## src/rtl/rotor_stepper.sv

```systemverilog
// rtl/rotor_stepper.sv - Enigma rotor position controller and keystroke sequencer
// One letter per handshake: odometer step with double-step, settle wait, ciphertext capture.
module rotor_stepper #(
  parameter logic [4:0] NOTCH1        = 5'd21,
  parameter logic [4:0] NOTCH2        = 5'd4,
  parameter int         SETTLE_CYCLES = 2
) (
  input  logic       clk,
  input  logic       rst_n,
  input  logic       key_valid,
  input  logic [4:0] key_code,
  input  logic       load,
  input  logic [4:0] init_pos1,
  input  logic [4:0] init_pos2,
  input  logic [4:0] init_pos3,
  input  logic [4:0] cipher_in,
  output logic [4:0] plain_out,
  output logic [4:0] rotate1,
  output logic [4:0] rotate2,
  output logic [4:0] rotate3,
  output logic [4:0] cipher_out,
  output logic       cipher_valid,
  output logic       busy
);

  typedef enum logic [1:0] {
    S_IDLE,
    S_STEP,
    S_SETTLE,
    S_DONE
  } state_t;

  localparam logic [3:0] SETTLE_LOAD = 4'(SETTLE_CYCLES - 1);

  state_t     r_state;
  logic [3:0] r_cnt;
  logic [4:0] r_plain;
  logic [4:0] r_rot1;
  logic [4:0] r_rot2;
  logic [4:0] r_rot3;
  logic [4:0] r_cipher;
  logic       r_cipher_valid;
  logic       r_busy;

  logic       w_key_ok;
  logic       w_cipher_ok;
  logic       w_carry2;
  logic       w_carry3;

  // Compare-and-wrap keeps every offset inside 0..25 without a modulo.
  function automatic logic [4:0] inc26(input logic [4:0] v);
    return (v >= 5'd25) ? 5'd0 : v + 5'd1;
  endfunction

  function automatic logic [4:0] clamp_pos(input logic [4:0] v);
    return (v > 5'd25) ? 5'd0 : v;
  endfunction

  assign w_key_ok    = (key_code != 5'd0) && (key_code <= 5'd26);
  assign w_cipher_ok = (cipher_in != 5'd0) && (cipher_in <= 5'd26);
  // Rotor 2 also advances when it sits on its own notch: the double step.
  assign w_carry2    = (r_rot1 == NOTCH1) || (r_rot2 == NOTCH2);
  assign w_carry3    = (r_rot2 == NOTCH2);

  always_ff @(posedge clk or negedge rst_n) begin
    if (!rst_n) begin
      r_state        <= S_IDLE;
      r_cnt          <= 4'd0;
      r_plain        <= 5'd0;
      r_rot1         <= 5'd0;
      r_rot2         <= 5'd0;
      r_rot3         <= 5'd0;
      r_cipher       <= 5'd0;
      r_cipher_valid <= 1'b0;
      r_busy         <= 1'b0;
    end else begin
      case (r_state)
        S_IDLE: begin
          if (load) begin
            r_rot1 <= clamp_pos(init_pos1);
            r_rot2 <= clamp_pos(init_pos2);
            r_rot3 <= clamp_pos(init_pos3);
          end else if (key_valid && w_key_ok) begin
            r_plain <= key_code;
            r_busy  <= 1'b1;
            r_state <= S_STEP;
          end
        end
        S_STEP: begin
          r_rot1 <= inc26(r_rot1);
          if (w_carry2) r_rot2 <= inc26(r_rot2);
          if (w_carry3) r_rot3 <= inc26(r_rot3);
          r_cnt   <= SETTLE_LOAD;
          r_state <= S_SETTLE;
        end
        S_SETTLE: begin
          if (r_cnt == 4'd0) begin
            r_cipher       <= w_cipher_ok ? cipher_in : 5'd0;
            r_cipher_valid <= 1'b1;
            r_state        <= S_DONE;
          end else begin
            r_cnt <= r_cnt - 4'd1;
          end
        end
        S_DONE: begin
          r_cipher_valid <= 1'b0;
          r_busy         <= 1'b0;
          r_state        <= S_IDLE;
        end
        default: begin
          r_state <= S_IDLE;
        end
      endcase
    end
  end

  assign plain_out    = r_plain;
  assign rotate1      = r_rot1;
  assign rotate2      = r_rot2;
  assign rotate3      = r_rot3;
  assign cipher_out   = r_cipher;
  assign cipher_valid = r_cipher_valid;
  assign busy         = r_busy;

endmodule

```

## config.mk

```make
export PLATFORM = sky130hd
export DESIGN_NAME = rotor_stepper
export DESIGN_NICKNAME = d
export VERILOG_FILES = /design/src/rtl/rotor_stepper.sv
export SDC_FILE = /design/constraint.sdc
export NUM_CORES = 1
export LEC_CHECK = 0
export BUFFER_PORTS_ARGS = -buffer_cell sky130_fd_sc_hd__buf_4
export CAP_MARGIN = 20
export CORE_AREA = 2 2 68 64
export CTS_BUF_LIST = sky130_fd_sc_hd__clkbuf_4
export DETAILED_ROUTE_END_ITERATION = 10
export DIE_AREA = 0 0 70 66
export PLACE_DENSITY = 0.81
export REMOVE_ABC_BUFFERS = 1
export SLEW_MARGIN = 20
export SYNTH_ARGS = -nofsm -noshare
export SYNTH_HDL_FRONTEND = slang
export SYNTH_SLANG_ARGS = --single-unit
```

## constraint.sdc

```tcl
create_clock -name clk -period 2.8 [get_ports clk]
set_input_delay 0.42 -clock clk [delete_from_list [all_inputs] [get_ports clk]]
set_output_delay 0.42 -clock clk [all_outputs]
set_load 0.02 [all_outputs]
```

Word level (Yosys, flattened, before mapping)
Index checks and enable logic that the tools add are counted.

word-level totals
  output and inout bits = 27
  bits of input ports = 29
  word-level logic and storage cells = 81
  bits in registers = 33

operators by class
  $lt $le $gt $ge = 8
  reduce and logical (&&, ||, !) cells = 21
  bitwise operators = 1
  multiplexer cells = 26
  equality and inequality tests = 12
  $add $sub $neg = 4

operator list
  operator                                                                number
  5-bit two-way mux                                                       12
  5-bit one-hot mux with 2 select lines                                   3
  5-bit by 1-bit adder with 5-bit output (second input constant)          3
  5-bit >= comparator (second input constant)                             3
  5-bit > comparator (second input constant)                              3
  3-bit AND reduction                                                     5
  2-bit inequality test (second input constant)                           7
  5-bit <= comparator (second input constant)                             2
  5-bit nonzero test                                                      2
  2-bit one-hot mux with 4 select lines                                   1
  4-bit one-hot mux with 2 select lines                                   1
  2-bit AND reduction                                                     4
  2-bit nonzero test                                                      4
  2-bit two-way mux                                                       3
  5-bit by 3-bit equality test with 1-bit output (second input constant)  1
  5-bit equality test (second input constant)                             1
  2-bit equality test (second input constant)                             2
  4-bit zero test                                                         1
  4-bit two-way mux                                                       1
  1-bit one-hot mux with 2 select lines                                   2
  4-bit by 1-bit subtractor with 4-bit output (second input constant)     1
  1-bit logical AND                                                       3
  1-bit two-way mux                                                       3
  2-bit by 1-bit equality test with 1-bit output (second input constant)  1
  other kinds (3)                                                         3

Depth between registers and ports, before layout
  word-level depth = 6
  depth in mapped cells = 9
  mapped depth without buffers = 6

Worst setup path after synthesis
OpenSTA, ideal clock, no wires.

  kind = reg2reg
  from = reg r_rot1[1] (netlist: rotate1[1])
  to = reg r_rot1[0] (netlist: rotate1[0])
  data required time = 2,713 ps
  period minus slack after synthesis = 1,727 ps
  cell stages (with the launch flop) = 7
  setup slack = 1,073 ps
  path buffers = 0
  arrival = 1,640 ps
  library setup time = 87 ps
  cell sequence = dfrtp_1 inv_1 ha_1 or4_1 nand3_2 nand3_2 o211ai_1

between the ends
  longest elaborated chain between the ends = 3

ends and longest elaborated chain
  item                                   RTL line  text
  from (decl)                            38        logic [4:0] r_rot1;
  from (signal assigned)                 80        r_rot1 <= clamp_pos(init_pos1);
  from (signal assigned)                 90        r_rot1 <= inc26(r_rot1);
  5-bit >= comparator                    52        return (v >= 5'd25) ? 5'd0 : v + 5'd1;
  5-bit two-way mux                      52
  5-bit one-hot mux with 2 select lines  77        case (r_state)

Every way passes these cells.
A chain may end at the register's enable or synchronous reset.

Final worst setup path
  from = reg r_state[0]
  to = reg r_rot1[4] (netlist: rotate1[4])

between the ends
  longest elaborated chain between the ends = 3
  elaborated cells on any way between the ends = 6
  those cells by class = eq/ne: 2; mux: 1; reduce/logical: 3

ends and longest elaborated chain
  item                                                                               RTL line  text
  from (decl)                                                                        35        state_t r_state;
  from (signal assigned)                                                             67        r_state <= S_IDLE;
  from (signal assigned)                                                             86        r_state <= S_STEP;
  from (signal assigned)                                                             94        r_state <= S_SETTLE;
  2-bit by 1-bit equality test with 1-bit output or 2-bit zero test (tied branches)  77
  2-bit nonzero test (no source line) or 2-bit inequality test (tied branches)       n/a
  2-bit AND reduction (no source line)                                               n/a

Parallel ways exist; a longest one is shown, timed or not.

==> metrics.txt <==
#FFs+latches synth=33; count of final max-slew check failures=0; number of flops mapped to enable cells by yosys=0; worst path required time=3.04 ns; hold path depth=2; DR vias=1818; Hold Vio Cnt, Final=0; Antenna Nets Post-Route=0; gr ovfl total=0; gp weighted congestion=0.834; post-DP HPWL=3480 µm; CP Launch Type=register; synth warn=0; clock tree sinks=33; synth unique cells=50; crit-path leading delay family=multiplexers; f_max=0.501 GHz; gr usage total=0.212; first-pass GRT wire length=7770 µm; Synth Instances=210; syn avg cell area=9.87 µm²; Final Cycle Share=0.712; P_leak=1.17 nW; DRC=0; Syn-to-layout area delta=23.1%; CTS tree=done; Flop pwr share=0.326; Post-CTS Setup Inserts=0; outcome=finished clean; io pins=56; CP max FO=9; crit end category=register; Least-Margin Pin Slew=0.493 ns; Setup Skew=0.00583 ns; Clk pin slew, worst setup/hold paths=0.10 ns; largest net degree at the start of global routing=34; Die Y=66 µm; RSZ-0062 raised after global routing=no; initial core utilization=0.530; multi-input logic area=1140 µm²; Die Area=4620 µm²; vias in the first global route=1704; ys flop type=dfrtp_1; nets=309; Min Clock Period, post-route=1.99 ns; n_diodes=0; sequential share of the synthesized area=0.398; sequential cell area=826 µm²; Post-Route WL=4570 µm; Comb power frac=0.584; Max Cap Violations=0; CTS Buffer Depth=2; post-cts resize count=0; Setup TNS Final=0 ns; Final Setup Violations=0; Max VDD drop=646 µV; Slew headroom=0.665; # H-tree levels=2; DR pass1 iterations=4; Rows=22; Pint=1.56 mW; Net Sw Frac=0.460; WL per Instance=14.4 µm; DRT iter0 DRCs=113; Slowest-stage cell, CP=mux2i_2; Vias/cell=5.75; worst hold path type=input port to register; initial antenna violation count=0; hold path start=cipher_in[1]; sw power=1.33 mW; fraction of registers with async set or reset after synthesis=1.00; Reg2Reg Depth=6; slowest cell delay on critical path=0.52 ns; die width=70 µm; CTS root buf=clkbuf_4; hold-critical path endpoint=cipher_out[1]; Crit Reg-Reg Endpoint=rotate1[4]; power per cell area=1140 nW/µm²; share of cells above drive strength 1=0.295; # fillers=337; Cell Area, Synth=2070 µm²; reg2reg start=r_state[0]; core area=3910 µm²; WP buf/inv=1; Num CTS Buffers=5; clock share of power=0.090; critical-path cell list=inv_1 > ha_1 > mux2i_2 > nor2_1 > a32oi_1 > o21ai_0; count of buffers from port buffering=55; crit path kind=register to register; Cell Area, Placed=2490 µm²; Critical Path AT=2.23 ns; clk_lat worst skew=0.35 ns; Design Area, Final=2550 µm²; cts hold-fix bufs=1; FF-to-FF setup slack=0.81 ns
## registers in the layout, indices dropped and copies added, names as in the netlist
name / cells
busy: 1
cipher_out: 5
cipher_valid: 1
plain_out: 5
r_cnt: 4
r_state: 2
rotate1: 5
rotate2: 5
rotate3: 5
## layout by cell type (no fill, tap or decap), drive strengths merged, types with 4 or more instances in the layout
master / n
nand2b: 4
nor2: 11
nand3: 13
mux2: 7
buf: 56
clkbuf: 5
dfrtp: 33
a2bb2oi: 4
o21ai: 19
a21oi: 10
a22o: 10
ha: 13
inv: 12
nand2: 15
o211ai: 5
nor3: 6
## cell type report
cell class                      instances  share of cell area
Clock buffer                            5              0.0147
Timing Repair Buffer                   57               0.169
Sequential cell                        33               0.324
Clock inverter                          3             0.00490
Multi-Input combinational cell        158               0.447
Tap cell                               48              0.0235
Inverter                               12              0.0176
## power by group through the flow
stage,combinational [mW],clock (mW),sequential (mW)
after floorplan,0.929,0,1.13
after global routing,1.88,0.287,0.988
after detailed placement,1.70,0,0.950
after CTS,1.71,0.266,0.941
final,1.69,0.260,0.945
after global placement,1.66,0,0.944
## per-stage QoR
step,instances,power (mW),hold WS [ns],utilization,worst slack (ns)
after floorplan,203,2.06,0.124,-,0.901
after global placement,307,2.60,0.387,0.638,0.914
after detailed placement,307,2.65,0.388,0.638,0.827
after CTS,316,2.91,0.282,0.653,0.818
after global routing,316,3.15,0.281,0.653,0.548
final,316,2.90,0.294,0.653,0.805
## per-layer routing
metal,up-vias,share of wire,track usage
met1,846,0.45,0.280
li1,904,-,-
met5,-,0,0
met2,62,0.46,0.338
met4,0,0.015,0.0721
met3,6,0.067,0.0579
## logic make-up after synthesis
family / count (synthesis) / synth area share
flip-flops: 33 / 0.398
multiplexers: 8 / 0.0465
AND/OR/NAND/NOR: 66 / 0.178
buffers and inverters: 19 / 0.0513
XOR/XNOR: 2 / 0.00845
AO/OA/AOI/OAI: 69 / 0.239
adder cells (fa/ha/maj): 13 / 0.0785
## cells in the mapped netlist (3+ instances only)
master,n,area [µm²]
nor4_1,3,18.8
nand2_1,15,56.3
nor3_1,5,25.0
o211ai_1,5,37.5
nor2b_1,3,18.8
nor2_1,11,41.3
a2bb2oi_1,4,35.0
o21ai_0,18,90.1
inv_1,12,45.0
mux2_2,6,67.6
o2bb2ai_1,3,26.3
a22oi_1,3,22.5
o21a_1,3,22.5
a32oi_1,3,26.3
nand3_1,11,55.1
nand2b_1,4,25.0
a21oi_1,9,45.0
a22o_1,10,87.6
ha_1,13,163
dfrtp_1,33,826
## worst max-delay path by stage
stage	slack (ns)	depth (start not counted)	endpoint	start
floorplan	0.90	5	rotate2[2]	r_state[1]
detailed placement	0.83	6	rotate1[4]	r_state[0]
finish	0.81	6	rotate1[4]	r_state[0]
global route	0.55	6	rotate1[4]	r_state[0]
CTS	0.82	6	rotate1[4]	r_state[0]
global placement	0.91	6	rotate1[4]	r_state[0]
## worst reg2reg max path: cells and delay by family (launching register included)
family | cells | cell delay [ns]
AND/OR/NAND/NOR | 1 | 0.16
buffers and inverters | 1 | 0.13
multiplexers | 1 | 0.52
AO/OA/AOI/OAI | 2 | 0.32
adder cells (fa/ha/maj) | 1 | 0.36
flip-flops | 1 | 0.41
Note: power is estimated with default switching activity, not from simulation.
